$ cat config.mk
export PLATFORM = sky130hd
export DESIGN_NAME = servo_slew_scheduler
export DESIGN_NICKNAME = d
export VERILOG_FILES = /design/src/rtl/servo_slew_scheduler.sv
export SDC_FILE = /design/constraint.sdc
export NUM_CORES = 1
export LEC_CHECK = 0
export CAP_MARGIN = 15
export CORE_MARGIN = 1.5
export CORE_UTILIZATION = 50
export DETAILED_ROUTE_END_ITERATION = 6
export PLACE_DENSITY = 0.8
export SETUP_SLACK_MARGIN = 0.1
export SKIP_CTS_REPAIR_TIMING = 1
export SYNTH_ARGS = -nofsm -noshare
export SYNTH_HDL_FRONTEND = slang
export SYNTH_SLANG_ARGS = --single-unit
$ cat constraint.sdc
create_clock -name clock -period 6.1 [get_ports clock]
set_clock_uncertainty 0.2 [all_clocks]
set_input_delay 0.61 -clock clock [delete_from_list [all_inputs] [get_ports clock]]
set_output_delay 0.61 -clock clock [all_outputs]
set_load 0.005 [all_outputs]
$ cat src/rtl/servo_slew_scheduler.sv
// servo_slew_scheduler
// Rate-limited motion scheduler for the servo PWM channels. A free-running
// prescaler produces a slew tick. On a tick (when enabled) one scan walks the
// servos round-robin through a single shared slew unit. Each visit moves that
// servo's current duty toward its clamped target by at most STEP.
//
// Ports:
//   clock      system clock
//   reset      asynchronous, active-high reset
//   enable     new scans start only while high
//   target     commanded duties, servo i at [7i+6:7i]
//   duty       current (registered) duties, same packing
//   at_target  bit i: duty i equalled clamped target i at its last visit
//   busy       high while a scan is in progress
//   tick       one-cycle pulse at prescaler terminal count
module servo_slew_scheduler #(
  parameter int unsigned NUM_SERVO  = 5,
  parameter int unsigned TICK_DIV   = 5000000,
  parameter int unsigned STEP       = 1,
  parameter int unsigned DUTY_MAX   = 99,
  parameter int unsigned RESET_DUTY = 50
) (
  input  logic                   clock,
  input  logic                   reset,
  input  logic                   enable,
  input  logic [7*NUM_SERVO-1:0] target,
  output logic [7*NUM_SERVO-1:0] duty,
  output logic [NUM_SERVO-1:0]   at_target,
  output logic                   busy,
  output logic                   tick
);

  localparam int unsigned CNT_W = (TICK_DIV > 1) ? $clog2(TICK_DIV) : 1;
  localparam int unsigned IDX_W = (NUM_SERVO > 1) ? $clog2(NUM_SERVO) : 1;

  localparam logic [CNT_W-1:0] CNT_LAST = CNT_W'(TICK_DIV - 1);
  localparam logic [IDX_W-1:0] IDX_LAST = IDX_W'(NUM_SERVO - 1);
  localparam logic [7:0]       STEP8    = 8'(STEP);
  localparam logic [7:0]       MAX8     = 8'(DUTY_MAX);
  localparam logic [6:0]       RST7     = 7'(RESET_DUTY);

  typedef enum logic {
    IDLE,
    SCAN
  } state_t;

  state_t           state, state_nxt;
  logic [IDX_W-1:0] idx, idx_nxt;
  logic [CNT_W-1:0] cnt;
  logic [6:0]       duty_r [NUM_SERVO];
  logic             visit;

  logic [6:0] tgt_sel;
  logic [6:0] duty_sel;
  logic [7:0] t8;
  logic [7:0] d8;
  logic [7:0] gap8;
  logic [7:0] mv8;
  logic [7:0] dn8;

  // Prescaler: free-running, independent of enable.
  always_ff @(posedge clock or posedge reset) begin
    if (reset) begin
      cnt <= '0;
    end else if (cnt == CNT_LAST) begin
      cnt <= '0;
    end else begin
      cnt <= cnt + CNT_W'(1);
    end
  end

  assign tick = (cnt == CNT_LAST);

  // Scan FSM state register.
  always_ff @(posedge clock or posedge reset) begin
    if (reset) begin
      state <= IDLE;
      idx   <= '0;
    end else begin
      state <= state_nxt;
      idx   <= idx_nxt;
    end
  end

  // Next state. A tick seen while scanning is dropped, never queued.
  always_comb begin
    state_nxt = state;
    idx_nxt   = idx;
    visit     = 1'b0;
    case (state)
      IDLE: begin
        if (tick && enable) begin
          state_nxt = SCAN;
          idx_nxt   = '0;
        end
      end
      SCAN: begin
        visit = 1'b1;
        if (idx == IDX_LAST) begin
          state_nxt = IDLE;
          idx_nxt   = '0;
        end else begin
          idx_nxt = idx + IDX_W'(1);
        end
      end
      default: begin
        state_nxt = IDLE;
        idx_nxt   = '0;
      end
    endcase
  end

  assign busy = (state == SCAN);

  // Select the servo being visited; its target is sampled only here.
  always_comb begin
    tgt_sel  = '0;
    duty_sel = '0;
    for (int unsigned i = 0; i < NUM_SERVO; i++) begin
      if (idx == IDX_W'(i)) begin
        tgt_sel  = target[7*i +: 7];
        duty_sel = duty_r[i];
      end
    end
  end

  // Shared slew unit, 8-bit unsigned: the move is the smaller of STEP and
  // the remaining gap, so the result can never overshoot the clamped target.
  always_comb begin
    t8   = ({1'b0, tgt_sel} > MAX8) ? MAX8 : {1'b0, tgt_sel};
    d8   = {1'b0, duty_sel};
    gap8 = '0;
    mv8  = '0;
    dn8  = d8;
    if (d8 < t8) begin
      gap8 = t8 - d8;
      mv8  = (gap8 < STEP8) ? gap8 : STEP8;
      dn8  = d8 + mv8;
    end else if (d8 > t8) begin
      gap8 = d8 - t8;
      mv8  = (gap8 < STEP8) ? gap8 : STEP8;
      dn8  = d8 - mv8;
    end
  end

  // Per-servo duty and at_target registers, written on that servo's visit.
  always_ff @(posedge clock or posedge reset) begin
    if (reset) begin
      for (int unsigned i = 0; i < NUM_SERVO; i++) begin
        duty_r[i] <= RST7;
      end
      at_target <= '0;
    end else if (visit) begin
      for (int unsigned i = 0; i < NUM_SERVO; i++) begin
        if (idx == IDX_W'(i)) begin
          duty_r[i]    <= dn8[6:0];
          at_target[i] <= (dn8 == t8);
        end
      end
    end
  end

  always_comb begin
    duty = '0;
    for (int unsigned i = 0; i < NUM_SERVO; i++) begin
      duty[7*i +: 7] = duty_r[i];
    end
  end

endmodule

### Word level (Yosys, flattened, before mapping)

Index checks and enable logic that the tools add are counted.

* flip-flop bits (word level): 67

* $add $sub $neg: 6
* magnitude comparators: 5
* equality and inequality tests: 7
* muxes and demuxes: 23
* bitwise operators: 1
* reductions and logical operators: 7

Operators by type and width (number)
* 7-bit 2-to-1 mux: 11
* 8-bit 2-to-1 mux: 4
* 23-bit by 1-bit adder with 23-bit output (second input constant): 1
* 23-bit == test (second input constant): 1
* 23-bit 2-to-1 mux: 1
* 8-bit by 1-bit less-than comparator with 1-bit output (second input constant): 2
* 7-bit by 7-bit subtractor with 8-bit output: 2
* 2-bit AND reduction: 5
* 7-bit by 8-bit adder with 8-bit output: 1
* 8-bit by 7-bit == test with 1-bit output: 1
* 7-bit by 8-bit subtractor with 8-bit output: 1
* 7-bit > comparator: 1
* 7-bit > comparator (second input constant): 1
* 7-bit less-than comparator: 1
* 3-bit by 2-bit == test with 1-bit output (second input constant): 2
* 3-bit 2-to-1 mux: 2
* 3-bit case mux with 2 select lines: 1
* 3-bit by 1-bit adder with 3-bit output (second input constant): 1
* 3-bit by 1-bit == test with 1-bit output (second input constant): 1
* 3-bit == test (second input constant): 1
* 3-bit zero test: 1
* 1-bit 2-to-1 mux: 3
* 2-bit != test (second input constant): 1
* 1-bit case mux with 2 select lines: 1
* other kinds (2): 2

### Longest topological paths before layout

* depth in word-level cells: 15
* gate-level depth with buffers: 27
* depth with buffers taken out: 25

### Worst setup path after synthesis

No wires, ideal clock.

* path type: register to register
* start: register idx[0]
* end: register at_target[1]
* library setup time: 95 ps
* arrival time: 5802 ps
* required time: 5805 ps
* setup slack: 3 ps
* stages on the path, launching flop included: 27
* path buffers: 2
* cells stage by stage: dfrtp_1 > inv_1 > ha_1 > buf_2 > buf_2 > a21oi_1 > o21ai_0 > a221oi_1 > nand3_1 > a21oi_1 > inv_1 > fa_1 > xor2_1 > a2111oi_0 > nand3_1 > o31ai_2 > inv_1 > fa_1 > a21o_1 > a211o_1 > a221oi_1 > a31o_2 > xnor2_1 > nand3_1 > nor4_1 > nand4b_2 > o31ai_1

* longest elaborated chain between the ends: 15
* elaborated cells on any way between the ends: 31
* those cells by class: 4 x add/sub; 5 x order compare; 5 x eq/ne; 15 x mux; 2 x reduce/logical

Ends and longest elaborated chain
* from (decl): RTL line 48 `logic [IDX_W-1:0] idx, idx_nxt;`
* from (signal assigned): RTL line 81 `idx <= idx_nxt;`
* 3-bit zero test: RTL line 120 `if (idx == IDX_W'(i)) begin`
* 7-bit 2-to-1 mux (5 in a row): RTL line 120
* 7-bit > comparator: RTL line 130 `t8 = ({1'b0, tgt_sel} > MAX8) ? MAX8 : {1'b0, tgt_sel};`
* 7-bit 2-to-1 mux: RTL line 130
* 7-bit by 7-bit subtractor with 8-bit output: RTL line 140 `gap8 = d8 - t8;`
* 8-bit by 1-bit less-than comparator with 1-bit output: RTL line 141 `mv8 = (gap8 < STEP8) ? gap8 : STEP8;`
* 8-bit 2-to-1 mux: RTL line 141
* 7-bit by 8-bit subtractor with 8-bit output: RTL line 142 `dn8 = d8 - mv8;`
* 8-bit 2-to-1 mux: RTL line 139 `end else if (d8 > t8) begin`
* 8-bit 2-to-1 mux: RTL line 135 `if (d8 < t8) begin`
* 8-bit by 7-bit == test with 1-bit output: RTL line 157 `at_target[i] <= (dn8 == t8);`
* to (signal, indexed assignment): RTL line 157
* to (decl): RTL line 28 `output logic [NUM_SERVO-1:0] at_target,`

Several ways; a longest one is shown, not always the timed one.
A chain may end at the register's enable or synchronous reset.

### Worst setup path in the final report

* start: register idx[0]
* end: register at_target[0]

* longest elaborated chain between the ends: 15
* elaborated cells on any way between the ends: 31
* those cells by class: 4 x add/sub; 5 x order compare; 5 x eq/ne; 15 x mux; 2 x reduce/logical

Ends and longest elaborated chain (RTL line)
* 3-bit zero test: 120, 155
* 7-bit 2-to-1 mux (5 in a row): 120
* 7-bit > comparator: 130
* 7-bit 2-to-1 mux: 130
* 7-bit by 7-bit subtractor with 8-bit output: 140
* 8-bit by 1-bit less-than comparator with 1-bit output: 141
* 8-bit 2-to-1 mux: 141
* 7-bit by 8-bit subtractor with 8-bit output: 142
* 8-bit 2-to-1 mux: 139
* 8-bit 2-to-1 mux: 135
* 8-bit by 7-bit == test with 1-bit output: 157

Several ways; a longest one is shown, not always the timed one.

==> results by group <==
Run status
  • Run status: finished clean

Global routing
  • Global-route wire length before repair: 25300 um
  • Overall track demand over capacity in global routing: 28.5%
  • Routing usage on met2: 47.5%
  • Overall overflow remaining after global route: 0
  • Vias in the first global route: 4987
  • GRT busiest layer: met2
  • Largest net degree at the start of global routing: approximately 70
  • Initial antenna violation count: 0
  • Met3 track utilization from global routing: under 10%
  • Grt met1 use: 38.2%

STA
  • Fin crit share: between 90% and 100%
  • Setup_tns: 0 ps
  • Slew at the pin closest to its max-slew limit: 829 ps
  • Total of endpoints with negative setup slack in the final report: 0
  • Hold Slack: 284 ps
  • Worst max-slew margin expressed relative to the limit: about 45%
  • Highest attainable clock frequency: 169 MHz
  • Pins over their slew limit: 0
  • Clock period minus worst slack: 5920 ps
  • Final count of hold timing violations: 0

Placed design
  • IO Port Bufs: 79
  • Placed wire-length estimate: 12100 um
  • Routability congestion estimate from global placement: 0.915

Worst setup path
  • Category of the most critical setup path: flip-flop to flip-flop
  • Setup crit start kind: flip-flop
  • Data arrival time of the critical path: ~6000 ps
  • Setup crit end kind: flip-flop
  • Critical path data required time: between 6000 and 7000 ps
  • Peak fanout along the critical path: 10

Floorplan
  • Initial standard-cell utilization of the core: 51.4%
  • Site Rows: 37
  • IO Pins: 80
  • Core ar.: 10300 um2
  • Die Ht: 106 um
  • Width of the chip: 106 um
  • Full die area: 11200 um2

Clocking
  • Number of buffers inserted during clock tree synthesis: 9
  • H-Tree Depth: 3
  • Sinks on the clock net: 67
  • Clock-pin slew on the worst setup and hold paths: 70 ps
  • TritonCTS clock tree: done
  • Maximum count of clock buffers along a single path: 2
  • Clock latency on the worst-skew pair: between 300 and 400 ps
  • Clock tree root driver cell: sky130_fd_sc_hd__clkbuf_8

Routing
  • Pre-Repair DR Iteration Count: 5
  • 1st-iter DRT viols: 392
  • Total via count after detailed routing: roughly 5300
  • Detailed Route WL: 16700 um
  • Routed wirelength normalized by instance count: 18.6 um
  • Antenna Nets Post-Route: 0
  • DRC errors left: 0
  • Ratio of routed vias to standard cells: 5.95

Cells and area
  • Signed area change from the synthesized netlist to the final layout: 36.4%
  • Total inserted antenna cells: 0
  • Fraction of final layout cells sized beyond drive strength 1: 24.8%
  • Filler Cell Count: 803
  • NumNets Final: 832

Logic synthesis
  • Most common library cells after synthesis: sky130_fd_sc_hd__nand2_1, sky130_fd_sc_hd__o21ai_0, sky130_fd_sc_hd__dfrtp_1
  • Sequential share of the synthesized area: 32.1%
  • Post-synthesis cell count: ~600
  • Number of enable-type register cells in the synthesized netlist: 0
  • Leading area contributor after synthesis: sky130_fd_sc_hd__dfrtp_1
  • Post-Synth Simple-Gate Area: around 22%
  • Cell with the most instances after synthesis: sky130_fd_sc_hd__nand2_1
  • Largest family of logic cells by synthesized area: compound AO/OA/AOI/OAI gates
  • Portion of netlist area occupied by mux cells: under 10%
  • Syn. warnings: 0
  • Share of the synthesized netlist area taken by xor and xnor gates: 5.59%
  • Mean instance size in the synthesized netlist: 8.61 um2
  • Compound-Gate Fraction of Synth Area: 23.5%
  • Netlist area before placement: 5280 um2
  • Primary flip-flop cell chosen by synthesis mapping: sky130_fd_sc_hd__dfrtp_1
  • Distinct cell type count after synthesis: 81
  • Area share of the largest cell type after synthesis: about 25%
  • Post-synthesis async set-or-reset flop share: 100%
  • Biggest area contributors in the synthesized netlist: sky130_fd_sc_hd__dfrtp_1, sky130_fd_sc_hd__ha_1, sky130_fd_sc_hd__dfstp_2
  • Synth Register Bits: 67
  • Adder-cell share of the synthesized area: about 9.1%

Power and ir drop
  • Pleak: 3.14 nW
  • Power density over the cells: approximately 210 nW/um2
  • Peak supply drop: 0.143 mV

Worst hold path
  • Hold Path Class: flip-flop to flip-flop

Flow run
  • Maximum Capacitance Violations: 0
[layer usage]
metal / share of wire (%) / routed length, um
met4: 1.9 / 322
met3: 6.4 / 1070
met5: 0 / 0
met1: 43 / 7240
met2: 48 / 8080
[cell type report]
cell class	count	area [um2]	share of cell area, %
flip-flops and latches	67	1700	23.6
well taps	136	170	2.36
inverters	30	130	1.81
repair buffers	147	1320	18.3
multi-input cells	503	3670	51.0
clock buffers	11	131	1.82
clock inverters	5	77.6	1.08
[flip-flops by register name, indices dropped and copies added (netlist names)]
register / flops
idx: 3
cnt: 23
at_target: 5
busy: 1
duty: 35
[logic make-up after synthesis]
| logic type | count (synthesis) |
|---|---|
| muxes | 9 |
| AOI/OAI and AO/OA | 190 |
| DFF | 67 |
| other | 2 |
| and+or+nand+nor | 222 |
| adders and majority gates | 36 |
| buffers and inverters | 55 |
| xor gates and xnor gates | 32 |
[worst max-delay path: stages (launching register included)]
cell	delay, ps
sky130_fd_sc_hd__dfrtp_2	470
sky130_fd_sc_hd__ha_4	190
sky130_fd_sc_hd__ha_4	160
sky130_fd_sc_hd__or2_4	270
sky130_fd_sc_hd__buf_4	180
sky130_fd_sc_hd__a211oi_1	370
sky130_fd_sc_hd__nor3_1	150
sky130_fd_sc_hd__ha_2	480
sky130_fd_sc_hd__inv_1	160
sky130_fd_sc_hd__a2111oi_2	390
sky130_fd_sc_hd__nand3_1	200
sky130_fd_sc_hd__o31ai_4	320
sky130_fd_sc_hd__inv_2	80
sky130_fd_sc_hd__fa_2	350
sky130_fd_sc_hd__a21o_1	170
sky130_fd_sc_hd__a211o_1	310
sky130_fd_sc_hd__a221oi_2	250
sky130_fd_sc_hd__a31o_2	180
sky130_fd_sc_hd__xnor2_2	120
sky130_fd_sc_hd__nand3_2	110
sky130_fd_sc_hd__nor4_4	200
sky130_fd_sc_hd__nand4b_4	230
sky130_fd_sc_hd__o31ai_2	260
[final timing paths]
kind                                end  cells past startpoint    from  slack [ps]
setup / recovery           at_target[0]                     22  idx[0]         180
hold / removal                   cnt[4]                      1  cnt[4]         280
setup reg to reg           at_target[0]                     22  idx[0]         180
hold reg to reg                  cnt[4]                      1  cnt[4]         280
max in group asynchronous        idx[0]                      3   reset        4500
min in group asynchronous       duty[7]                      3   reset         630
[cell usage in the layout (no fill, tap or decap), drive strengths merged, types with 10 or more instances in the layout]
master	netlist	layout
clkbuf	10	11
and3	15	15
dfrtp	52	52
xor2	14	14
xnor2	18	18
o21ai	65	65
a21oi	48	48
nand2	82	82
clkdlybuf4s50	0	79
nand3	25	25
nor2	29	29
dfstp	15	15
ha	32	32
inv	29	29
nand3b	13	13
nor2b	10	10
buf	15	68
conb	2	14
a21o	10	10
[metrics by stage]
step / cell area, um2 / power [W] / util, % / worst slack [ps] / instances
finish: 7200 / 0.00154 / 70.1 / 176 / 899
global route: 7200 / 0.00162 / 70.1 / -144 / 899
CTS: 6650 / 0.00148 / 64.7 / -392 / 876
detailed placement: 6440 / 0.00108 / 62.6 / -445 / 860
global placement: 6440 / 0.00106 / 62.6 / -72.8 / 860
floorplan: 5330 / 0.000854 / - / 134 / 625
[where the power goes]
part           internal [W]  leakage [nW]  switching [W]
Combinational      0.000294          2.20       0.000339
Sequential         0.000481         0.836      0.0000300
Clock              0.000229         0.103       0.000167
Total               0.00100          3.14       0.000536
No activity file was read; power rests on OpenSTA's default activity.
